`src/rtl/mem_port_arbiter.sv`:
```
// -----------------------------------------------------------------------------
// mem_port_arbiter
//
// Shares the single-ported unified instruction/data memory between the fetch
// path and the data (MAR/MDR) path. A requester is granted with a one-cycle
// gnt pulse that coincides with the one-cycle mem_en strobe. For reads, the
// arbiter waits for the fixed memory latency, captures mem_rdata and steers it
// to the requester that issued the read, with a one-cycle rvalid pulse.
// Accesses are strictly serial: one access in flight at a time.
//
// Parameters:
//   ADDR_W      address width
//   DATA_W      data width
//   MEM_LAT     cycles from mem_en to valid mem_rdata (1..8)
//   STARVE_MAX  consecutive data grants allowed while fetch waits (1..15)
//
// Build option:
//   ARB_ROUND_ROBIN_EN  when defined, contention is resolved round-robin
//                       (the requester not granted last wins) and the
//                       starvation counter is removed. When undefined, data
//                       has fixed priority, bounded by the starvation counter.
//
// Ports:
//   arb_clk, arb_rst          clock, synchronous active-high reset
//   if_req/if_addr            fetch request, held until if_gnt
//   if_gnt/if_rvalid/if_rdata fetch grant pulse, return pulse, returned word
//   d_req/d_we/d_addr/d_wdata data request (load or store), held until d_gnt
//   d_gnt/d_rvalid/d_rdata    data grant pulse, load return pulse, load word
//   mem_en/mem_we/mem_addr/mem_wdata/mem_rdata   memory macro interface
//   arb_busy                  high whenever the FSM is not in IDLE
// -----------------------------------------------------------------------------
module mem_port_arbiter #(
    parameter int ADDR_W     = 32,
    parameter int DATA_W     = 32,
    parameter int MEM_LAT    = 2,
    parameter int STARVE_MAX = 4
) (
    input  logic              arb_clk,
    input  logic              arb_rst,

    input  logic              if_req,
    input  logic [ADDR_W-1:0] if_addr,
    output logic              if_gnt,
    output logic              if_rvalid,
    output logic [DATA_W-1:0] if_rdata,

    input  logic              d_req,
    input  logic              d_we,
    input  logic [ADDR_W-1:0] d_addr,
    input  logic [DATA_W-1:0] d_wdata,
    output logic              d_gnt,
    output logic              d_rvalid,
    output logic [DATA_W-1:0] d_rdata,

    output logic              mem_en,
    output logic              mem_we,
    output logic [ADDR_W-1:0] mem_addr,
    output logic [DATA_W-1:0] mem_wdata,
    input  logic [DATA_W-1:0] mem_rdata,

    output logic              arb_busy
);

    // state | meaning
    // ------+-----------------------------------------------------------
    // IDLE  | no access in flight; requests sampled, winner registered
    // ISSUE | mem_en/gnt cycle; stores finish here, reads move on to WAIT
    // WAIT  | counting read latency; capture mem_rdata when count hits MEM_LAT
    typedef enum logic [1:0] {
        IDLE  = 2'd0,
        ISSUE = 2'd1,
        WAIT  = 2'd2
    } state_t;

    localparam logic [3:0] LAT_CNT = 4'(MEM_LAT);

    state_t     state;
    logic [3:0] wait_cnt;
    logic       owner_d;     // 1: the access in flight belongs to the data path
    logic       fetch_wins;

`ifdef ARB_ROUND_ROBIN_EN
    logic       last_gnt_d;  // 1: most recent grant went to the data path

    // Under contention the requester that was not granted last wins.
    always_comb begin
        fetch_wins = if_req && (!d_req || last_gnt_d);
    end
`else
    localparam logic [3:0] STARVE_CNT = 4'(STARVE_MAX);

    logic [3:0] starve_cnt;  // data grants made while fetch was waiting

    // Data normally wins; fetch gets through once data has been granted
    // STARVE_MAX times in a row against a pending fetch.
    always_comb begin
        fetch_wins = if_req && (!d_req || (starve_cnt == STARVE_CNT));
    end
`endif

    always_comb begin
        arb_busy = (state != IDLE);
    end

    always_ff @(posedge arb_clk) begin
        if (arb_rst) begin
            state      <= IDLE;
            wait_cnt   <= '0;
            owner_d    <= 1'b0;
            if_gnt     <= 1'b0;
            if_rvalid  <= 1'b0;
            if_rdata   <= '0;
            d_gnt      <= 1'b0;
            d_rvalid   <= 1'b0;
            d_rdata    <= '0;
            mem_en     <= 1'b0;
            mem_we     <= 1'b0;
            mem_addr   <= '0;
            mem_wdata  <= '0;
`ifdef ARB_ROUND_ROBIN_EN
            last_gnt_d <= 1'b0;
`else
            starve_cnt <= '0;
`endif
        end else begin
            // Strobes and pulses last exactly one cycle.
            if_gnt    <= 1'b0;
            d_gnt     <= 1'b0;
            if_rvalid <= 1'b0;
            d_rvalid  <= 1'b0;
            mem_en    <= 1'b0;
            mem_we    <= 1'b0;

            case (state)
                IDLE: begin
                    if (if_req || d_req) begin
                        state  <= ISSUE;
                        mem_en <= 1'b1;
                        if (fetch_wins) begin
                            owner_d  <= 1'b0;
                            if_gnt   <= 1'b1;
                            mem_addr <= if_addr;
                        end else begin
                            owner_d   <= 1'b1;
                            d_gnt     <= 1'b1;
                            mem_we    <= d_we;
                            mem_addr  <= d_addr;
                            mem_wdata <= d_wdata;
                        end
`ifdef ARB_ROUND_ROBIN_EN
                        last_gnt_d <= !fetch_wins;
`endif
                    end
`ifndef ARB_ROUND_ROBIN_EN
                    // With if_req high a grant is always made here, so the
                    // counter either clears (fetch) or counts (data).
                    if (!if_req || fetch_wins) begin
                        starve_cnt <= '0;
                    end else if (starve_cnt != STARVE_CNT) begin
                        starve_cnt <= starve_cnt + 4'd1;
                    end
`endif
                end

                ISSUE: begin
                    // mem_we still holds this access's write flag here.
                    if (mem_we) begin
                        state <= IDLE;
                    end else begin
                        state    <= WAIT;
                        wait_cnt <= 4'd1;
                    end
                end

                WAIT: begin
                    if (wait_cnt == LAT_CNT) begin
                        state    <= IDLE;
                        wait_cnt <= '0;
                        if (owner_d) begin
                            d_rdata  <= mem_rdata;
                            d_rvalid <= 1'b1;
                        end else begin
                            if_rdata  <= mem_rdata;
                            if_rvalid <= 1'b1;
                        end
                    end else begin
                        wait_cnt <= wait_cnt + 4'd1;
                    end
                end

                default: begin
                    state <= IDLE;
                end
            endcase
        end
    end

endmodule

```
`config.mk`:
```
export PLATFORM = sky130hd
export DESIGN_NAME = mem_port_arbiter
export DESIGN_NICKNAME = d
export VERILOG_FILES = /design/src/rtl/mem_port_arbiter.sv
export SDC_FILE = /design/constraint.sdc
export NUM_CORES = 1
export LEC_CHECK = 0
export BUFFER_PORTS_ARGS = -buffer_cell sky130_fd_sc_hd__buf_2
export CORE_UTILIZATION = 40
export CTS_CLUSTER_DIAMETER = 40
export DETAILED_ROUTE_END_ITERATION = 8
export PLACE_DENSITY = 0.75
export RECOVER_POWER = 100
export SLEW_MARGIN = 20
export SYNTH_ARGS = -nofsm -noshare
export SYNTH_HDL_FRONTEND = slang
export SYNTH_SLANG_ARGS = --single-unit
```
`constraint.sdc`:
```
create_clock -name arb_clk -period 2.1 [get_ports arb_clk]
set_clock_uncertainty 0.15 [all_clocks]
set_input_delay 0.315 -clock arb_clk [delete_from_list [all_inputs] [get_ports arb_clk]]
set_output_delay 0.315 -clock arb_clk [all_outputs]
set_load 0.02 [all_outputs]
```
### Word-level counts from Yosys, hierarchy flattened

Index checks and enable logic that the tools add are counted.
Widths: inputs -> output; s select.

| word-level totals | value |
|---|---|
| register bits after elaboration | 145 |
| input bits | 133 |
| output and inout bits | 135 |

| cells by class | value |
|---|---|
| add/sub/neg operators | 2 |
| equal/unequal tests | 8 |
| mux-type cells | 15 |
| bitwise gates (word level) | 6 |
| reduce and logical (&&, ||, !) cells | 21 |

Operator list:

| cell | count |
|---|---|
| $mux 32 | 1 |
| $mux 4 | 4 |
| $reduce_and 3->1 | 3 |
| $add 4x1->4 const B | 2 |
| $pmux 4 s2 | 1 |
| $reduce_and 2->1 | 4 |
| $mux 2 | 3 |
| $ne 2x2->1 const B | 3 |
| $not 1->1 | 6 |
| $pmux 2 s3 | 1 |
| $reduce_bool 2->1 | 3 |
| $reduce_or 3->1 | 2 |
| $mux 1 | 5 |
| $eq 4x2->1 const B | 1 |
| $eq 4x3->1 const B | 1 |
| $ne 4x3->1 const B | 1 |
| $reduce_or 4->1 | 1 |
| $logic_or 1x1->1 | 3 |
| $eq 2x1->1 const B | 1 |
| $eq 2x2->1 const B | 1 |
| $logic_not 1->1 | 2 |
| $logic_not 2->1 | 1 |
| $reduce_or 2->1 | 1 |
| $logic_and 1x1->1 | 1 |

### Depth between registers and ports, before layout

| logic depth | value |
|---|---|
| depth in word-level cells | 6 |
| mapped depth | 7 |

### Worst setup path before layout

Ideal clock, no wire load.

| timing | value |
|---|---|
| kind | reg2reg |
| start | register starve_cnt[0] |
| end | register mem_we |
| library setup time | 0.096 ns |
| data arrival time | 1.573 ns |
| data required time | 1.854 ns |
| setup slack | 0.281 ns |
| cell stages (with the launch flop) | 8 |
| cells stage by stage | dfxtp_1 > inv_1 > ha_1 > nand4b_1 > clkbuf_1 > clkbuf_1 > nand2_1 > nor4b_1 |

| between the ends | value |
|---|---|
| cells in the longest elaborated chain, start to end | 4 |

RTL lines:

| item | line | text |
|---|---|---|
| start: declaration | 92 | `logic [3:0] starve_cnt;` |
| start signal: assignment | 160 | `starve_cnt <= starve_cnt + 4'd1;` |
| $eq 4x3->1 | 97 | `fetch_wins = if_req && (!d_req \|\| (starve_cnt == STARVE_CNT));` |
| $logic_or 1x1->1 | 97 |  |
| $logic_and 1x1->1 | 97 |  |
| $reduce_or 4->1 (no line) | n/a |  |
| end signal: assignment | 146 | `mem_we <= d_we;` |
| end: declaration | 56 | `output logic mem_we,` |

No other way between the ends.
A chain may end at the register's enable or synchronous reset.

### Final worst setup path

| timing | value |
|---|---|
| start | register state[1] |
| end | register mem_addr[22] |

| between the ends | value |
|---|---|
| cells in the longest elaborated chain, start to end | 2 |

RTL lines:

| item | line | text |
|---|---|---|
| start: declaration | 77 | `state_t state;` |
| start signal: assignment | 107 | `state <= IDLE;` |
| start signal: assignment | 137 | `state <= ISSUE;` |
| start signal: assignment | 168 | `state <= IDLE;` |
| $logic_not 2->1 | 134 | `case (state)` |
| $reduce_and 2->1 (no line) | n/a |  |
| end signal: assignment | 142 | `mem_addr <= if_addr;` |
| end signal: assignment | 147 | `mem_addr <= d_addr;` |
| end: declaration | 57 | `output logic [ADDR_W-1:0] mem_addr,` |

No other way between the ends.

==> metrics.txt <==
# TYPE chip_impl_metric gauge
chip_impl_metric{name="final_min_period_over_clock_period",unit="%"} 93.84
chip_impl_metric{name="drt_pre_antenna_iters",unit=""} 5
chip_impl_metric{name="core-area",unit="µm²"} 15150
chip_impl_metric{name="slew-limit-headroom",unit="%"} 42.83
chip_impl_metric{name="die-height",unit="µm"} 126.2
chip_impl_metric{name="grt_start_max_net_pins",unit=""} 84
chip_impl_metric{name="antennaDiodeCount",unit=""} 0
chip_impl_metric{name="top_level_i_o_count",unit=""} 268
chip_impl_metric{name="hold_viol",unit=""} 0
chip_impl_metric{name="fmax",unit="MHz"} 507.4
chip_impl_metric{name="detail-route-antenna-nets",unit=""} 0
chip_impl_metric{name="die_width",unit="µm"} 126.2
chip_impl_metric{name="vias_in_the_first_global_route",unit=""} 5550
chip_impl_metric{name="postCtsSetupRepairBufs",unit=""} 0
chip_impl_metric{name="global_route_wire_length_before_repair",unit="µm"} 27130
chip_impl_metric{name="final_nets",unit=""} 1067
chip_impl_info{name="hp-class",value="input pin to flop"} 1
chip_impl_metric{name="worst-endpoint-arrival",unit="ns"} 2.09
chip_impl_info{name="synthFlopType",value="sky130_fd_sc_hd__dfxtp_1"} 1
chip_impl_info{name="worst_setup_end_kind",value="flop"} 1
chip_impl_metric{name="grt.total_usage",unit="%"} 21.24
chip_impl_metric{name="port_buffers",unit=""} 267
chip_impl_metric{name="yosys_warnings",unit=""} 0
chip_impl_metric{name="drt_wl_total",unit="µm"} 17240
chip_impl_metric{name="drc",unit=""} 0
chip_impl_metric{name="initial_core_util",unit="%"} 40.77
chip_impl_metric{name="initialDrtViolationCount",unit=""} 249
chip_impl_metric{name="synth_cells",unit=""} 669
chip_impl_metric{name="cts_max_level",unit=""} 4
chip_impl_metric{name="cts_made_buffers",unit=""} 17
chip_impl_metric{name="timing.final.setup_violations",unit=""} 0
chip_impl_metric{name="cts.sink_count",unit=""} 145
chip_impl_metric{name="post_synth_num_cell_types",unit=""} 38
chip_impl_metric{name="synthesis.nets",unit=""} 806
chip_impl_metric{name="power_density",unit="nW/µm²"} 836.9
chip_impl_metric{name="vdd.ir_drop.worst",unit="µV"} 556.3
chip_impl_metric{name="post-route-min-period",unit="ns"} 1.971
chip_impl_info{name="cts_tree",value="built"} 1
chip_impl_metric{name="setup_tns",unit="ns"} 0
chip_impl_metric{name="post_drt_wl_per_cell",unit="µm"} 15.24
chip_impl_info{name="path_class",value="flop to flop"} 1
chip_impl_metric{name="num_vias",unit=""} 5933
chip_impl_metric{name="syn_area_per_cell",unit="µm²"} 9.230
chip_impl_info{name="timing.critical_path.from_type",value="flop"} 1
chip_impl_metric{name="dp_hpwl",unit="µm"} 11230
chip_impl_metric{name="row_count",unit=""} 45
chip_impl_metric{name="initial_antenna_violation_count",unit=""} 1
chip_impl_metric{name="maxCapViolations",unit=""} 0
chip_impl_metric{name="finalMaxSlewViolations",unit=""} 0
chip_impl_info{name="outcome",value="finished clean"} 1
chip_impl_metric{name="critPathRequiredTime",unit="ns"} 2.22
chip_impl_metric{name="globalplace.congestion",unit=""} 0.7504
chip_impl_metric{name="cts_max_path_buffers",unit=""} 2
chip_impl_metric{name="die_area",unit="µm²"} 15940
chip_impl_metric{name="ys_ff_latch",unit=""} 145
chip_impl_metric{name="clk_latency",unit="ns"} 0.41
chip_impl_info{name="clock-root-buffer",value="sky130_fd_sc_hd__clkbuf_16"} 1
chip_impl_metric{name="postSynth.asyncResetShare",unit="%"} 0
chip_impl_metric{name="synth-edff-count",unit=""} 0
chip_impl_metric{name="p_leak",unit="nW"} 3.512
chip_impl_metric{name="worst_setup_hold_path_clk_slew",unit="ns"} 0.06
chip_impl_metric{name="netlist_area_before_placement",unit="µm²"} 6175
chip_impl_metric{name="ys_seq_area_share",unit="%"} 47.01
chip_impl_metric{name="globalRouteOverflowTotal",unit=""} 0
chip_impl_metric{name="via_per_instance_ratio",unit=""} 5.246
chip_impl_info{name="rsz0062_at_grt",value="false"} 1
chip_impl_metric{name="postLayoutCoreUtil",unit="%"} 55.16
chip_impl_metric{name="drive_gt1_share",unit="%"} 19.72
chip_impl_metric{name="max_slew.worst_pin.slew",unit="ns"} 0.8576
chip_impl_metric{name="crit_fanout",unit=""} 55
chip_impl_metric{name="layout-area-overhead-vs-synth",unit="%"} 35.30
## layer usage
metal | up-vias | GRT usage (%) | wire length [µm]
li1 | 2919 | - | -
met5 | - | 0 | 8
met2 | 262 | 35.52 | 8023
met1 | 2722 | 24.97 | 7409
met3 | 28 | 6.882 | 1370
met4 | 2 | 8.930 | 425
## state kept, by name, summed over array words and instances, names as in the netlist
name / count
d_rdata: 32
if_rdata: 32
mem_addr: 32
mem_wdata: 32
starve_cnt: 4
wait_cnt: 4
state: 2
d_gnt: 1
d_rvalid: 1
if_gnt: 1
if_rvalid: 1
mem_en: 1
mem_we: 1
owner_d: 1
## worst max-delay path, stage by stage (launching register included)
cell and delay, ns:
sky130_fd_sc_hd__dfxtp_1 0.35, sky130_fd_sc_hd__nor2_4 0.19, sky130_fd_sc_hd__buf_2 0.70, sky130_fd_sc_hd__and4b_1 0.36
sky130_fd_sc_hd__nor4_1 0.07
## cells in the mapped netlist, types with 2 or more instances
library cell / number / share of area [%]
sky130_fd_sc_hd__buf_1: 2 / 0.12
sky130_fd_sc_hd__or4b_1: 2 / 0.32
sky130_fd_sc_hd__a31oi_1: 3 / 0.30
sky130_fd_sc_hd__nor2_1: 6 / 0.36
sky130_fd_sc_hd__mux2i_1: 96 / 16
sky130_fd_sc_hd__buf_2: 6 / 0.49
sky130_fd_sc_hd__and4b_1: 32 / 5.2
sky130_fd_sc_hd__nand2_1: 168 / 10
sky130_fd_sc_hd__nor3b_1: 2 / 0.24
sky130_fd_sc_hd__buf_4: 3 / 0.36
sky130_fd_sc_hd__clkbuf_1: 54 / 3.3
sky130_fd_sc_hd__dfxtp_1: 145 / 47
sky130_fd_sc_hd__nor4_1: 33 / 3.3
sky130_fd_sc_hd__ha_1: 4 / 0.81
sky130_fd_sc_hd__nand4b_1: 4 / 0.57
sky130_fd_sc_hd__inv_2: 2 / 0.12
sky130_fd_sc_hd__nand3_1: 8 / 0.65
sky130_fd_sc_hd__buf_6: 3 / 0.55
sky130_fd_sc_hd__or4_1: 3 / 0.36
sky130_fd_sc_hd__inv_1: 4 / 0.24
sky130_fd_sc_hd__a21oi_1: 39 / 3.2
sky130_fd_sc_hd__nand2b_1: 3 / 0.30
sky130_fd_sc_hd__a2111oi_0: 32 / 4.5
## stage by stage
stage / power, mW / area [µm²] / hold slack (ns) / worst slack, ns / cells
after detailed placement: 4.105 / 7690 / 0.2949 / 0.1005 / 1072
after CTS: 7.100 / 8533 / 0.002575 / 0.08743 / 1130
after floorplan: 3.698 / 6175 / 0.3072 / 0.2809 / 669
after global placement: 4.098 / 7690 / 0.2900 / 0.1462 / 1072
after global routing: 7.301 / 8354 / 0.005346 / 0.002999 / 1131
final: 6.992 / 8354 / 0.02187 / 0.1293 / 1131
## power by group
group	switching, mW	internal [mW]
clock network	1.16	1.78
logic	0.658	0.398
registers	0.0910	2.91
## cells by family (layout without fill, tap and decap cells)
family | after synthesis | count (layout) | synth area share [%]
mux | 96 | 96 | 15.56
compound gates | 77 | 77 | 8.369
simple gates | 273 | 273 | 23.08
buf+inv | 74 | 348 | 5.167
fa+ha+maj | 4 | 4 | 0.8106
flops | 145 | 145 | 47.01
## final timing paths
path / slack [ns] / start / end / depth (start not counted)
worst max-delay path: 0.13 / state[1] / mem_addr[22] / 4
worst min-delay path: 0.02 / mem_rdata[10] / d_rdata[10] / 3
worst max register to register: 0.13 / state[1] / mem_addr[22] / 4
worst min register to register: 0.31 / d_rdata[5] / d_rdata[5] / 2
## layout make-up
class,count,area [µm²]
Clock buffer,20,446.7
Clock inverter,12,133.9
Fill cell,1425,6792
Inverter,6,27.53
Multi-Input combinational cell,450,2972
Sequential cell,145,2903
Tap cell,188,235.2
Timing Repair Buffer,310,1637
## repair_timing
| item | CTS | global route |
|---|---|---|
| setup endpoints to repair | 1 | 30 |
| hold buffers | 26 | 0 |
| gates cloned | 0 | 1 |
| endpoints found under the hold margin | 26 | 0 |
| gates resized for setup | 1 | 2 |
## layout by cell type (no fill, tap or decap), types with 2 or more instances in the layout
cell,n
sky130_fd_sc_hd__nor2_1,4
sky130_fd_sc_hd__dlygate4sd3_1,26
sky130_fd_sc_hd__clkinvlp_4,5
sky130_fd_sc_hd__inv_4,2
sky130_fd_sc_hd__bufinv_16,2
sky130_fd_sc_hd__a31oi_1,3
sky130_fd_sc_hd__buf_4,6
sky130_fd_sc_hd__dfxtp_1,145
sky130_fd_sc_hd__buf_2,133
sky130_fd_sc_hd__nor4_1,32
sky130_fd_sc_hd__or4_1,3
sky130_fd_sc_hd__clkbuf_16,17
sky130_fd_sc_hd__or4b_1,2
sky130_fd_sc_hd__clkbuf_1,139
sky130_fd_sc_hd__nand3_1,8
sky130_fd_sc_hd__nand4b_1,4
sky130_fd_sc_hd__ha_1,4
sky130_fd_sc_hd__mux2i_1,96
sky130_fd_sc_hd__and4b_1,32
sky130_fd_sc_hd__clkinv_4,2
sky130_fd_sc_hd__inv_1,4
sky130_fd_sc_hd__a21oi_1,39
sky130_fd_sc_hd__nand2b_1,3
sky130_fd_sc_hd__nor3b_1,2
sky130_fd_sc_hd__a2111oi_0,31
sky130_fd_sc_hd__clkinv_2,2
sky130_fd_sc_hd__nand2_1,168
sky130_fd_sc_hd__buf_12,7
Note: power is estimated with default switching activity, not from simulation.
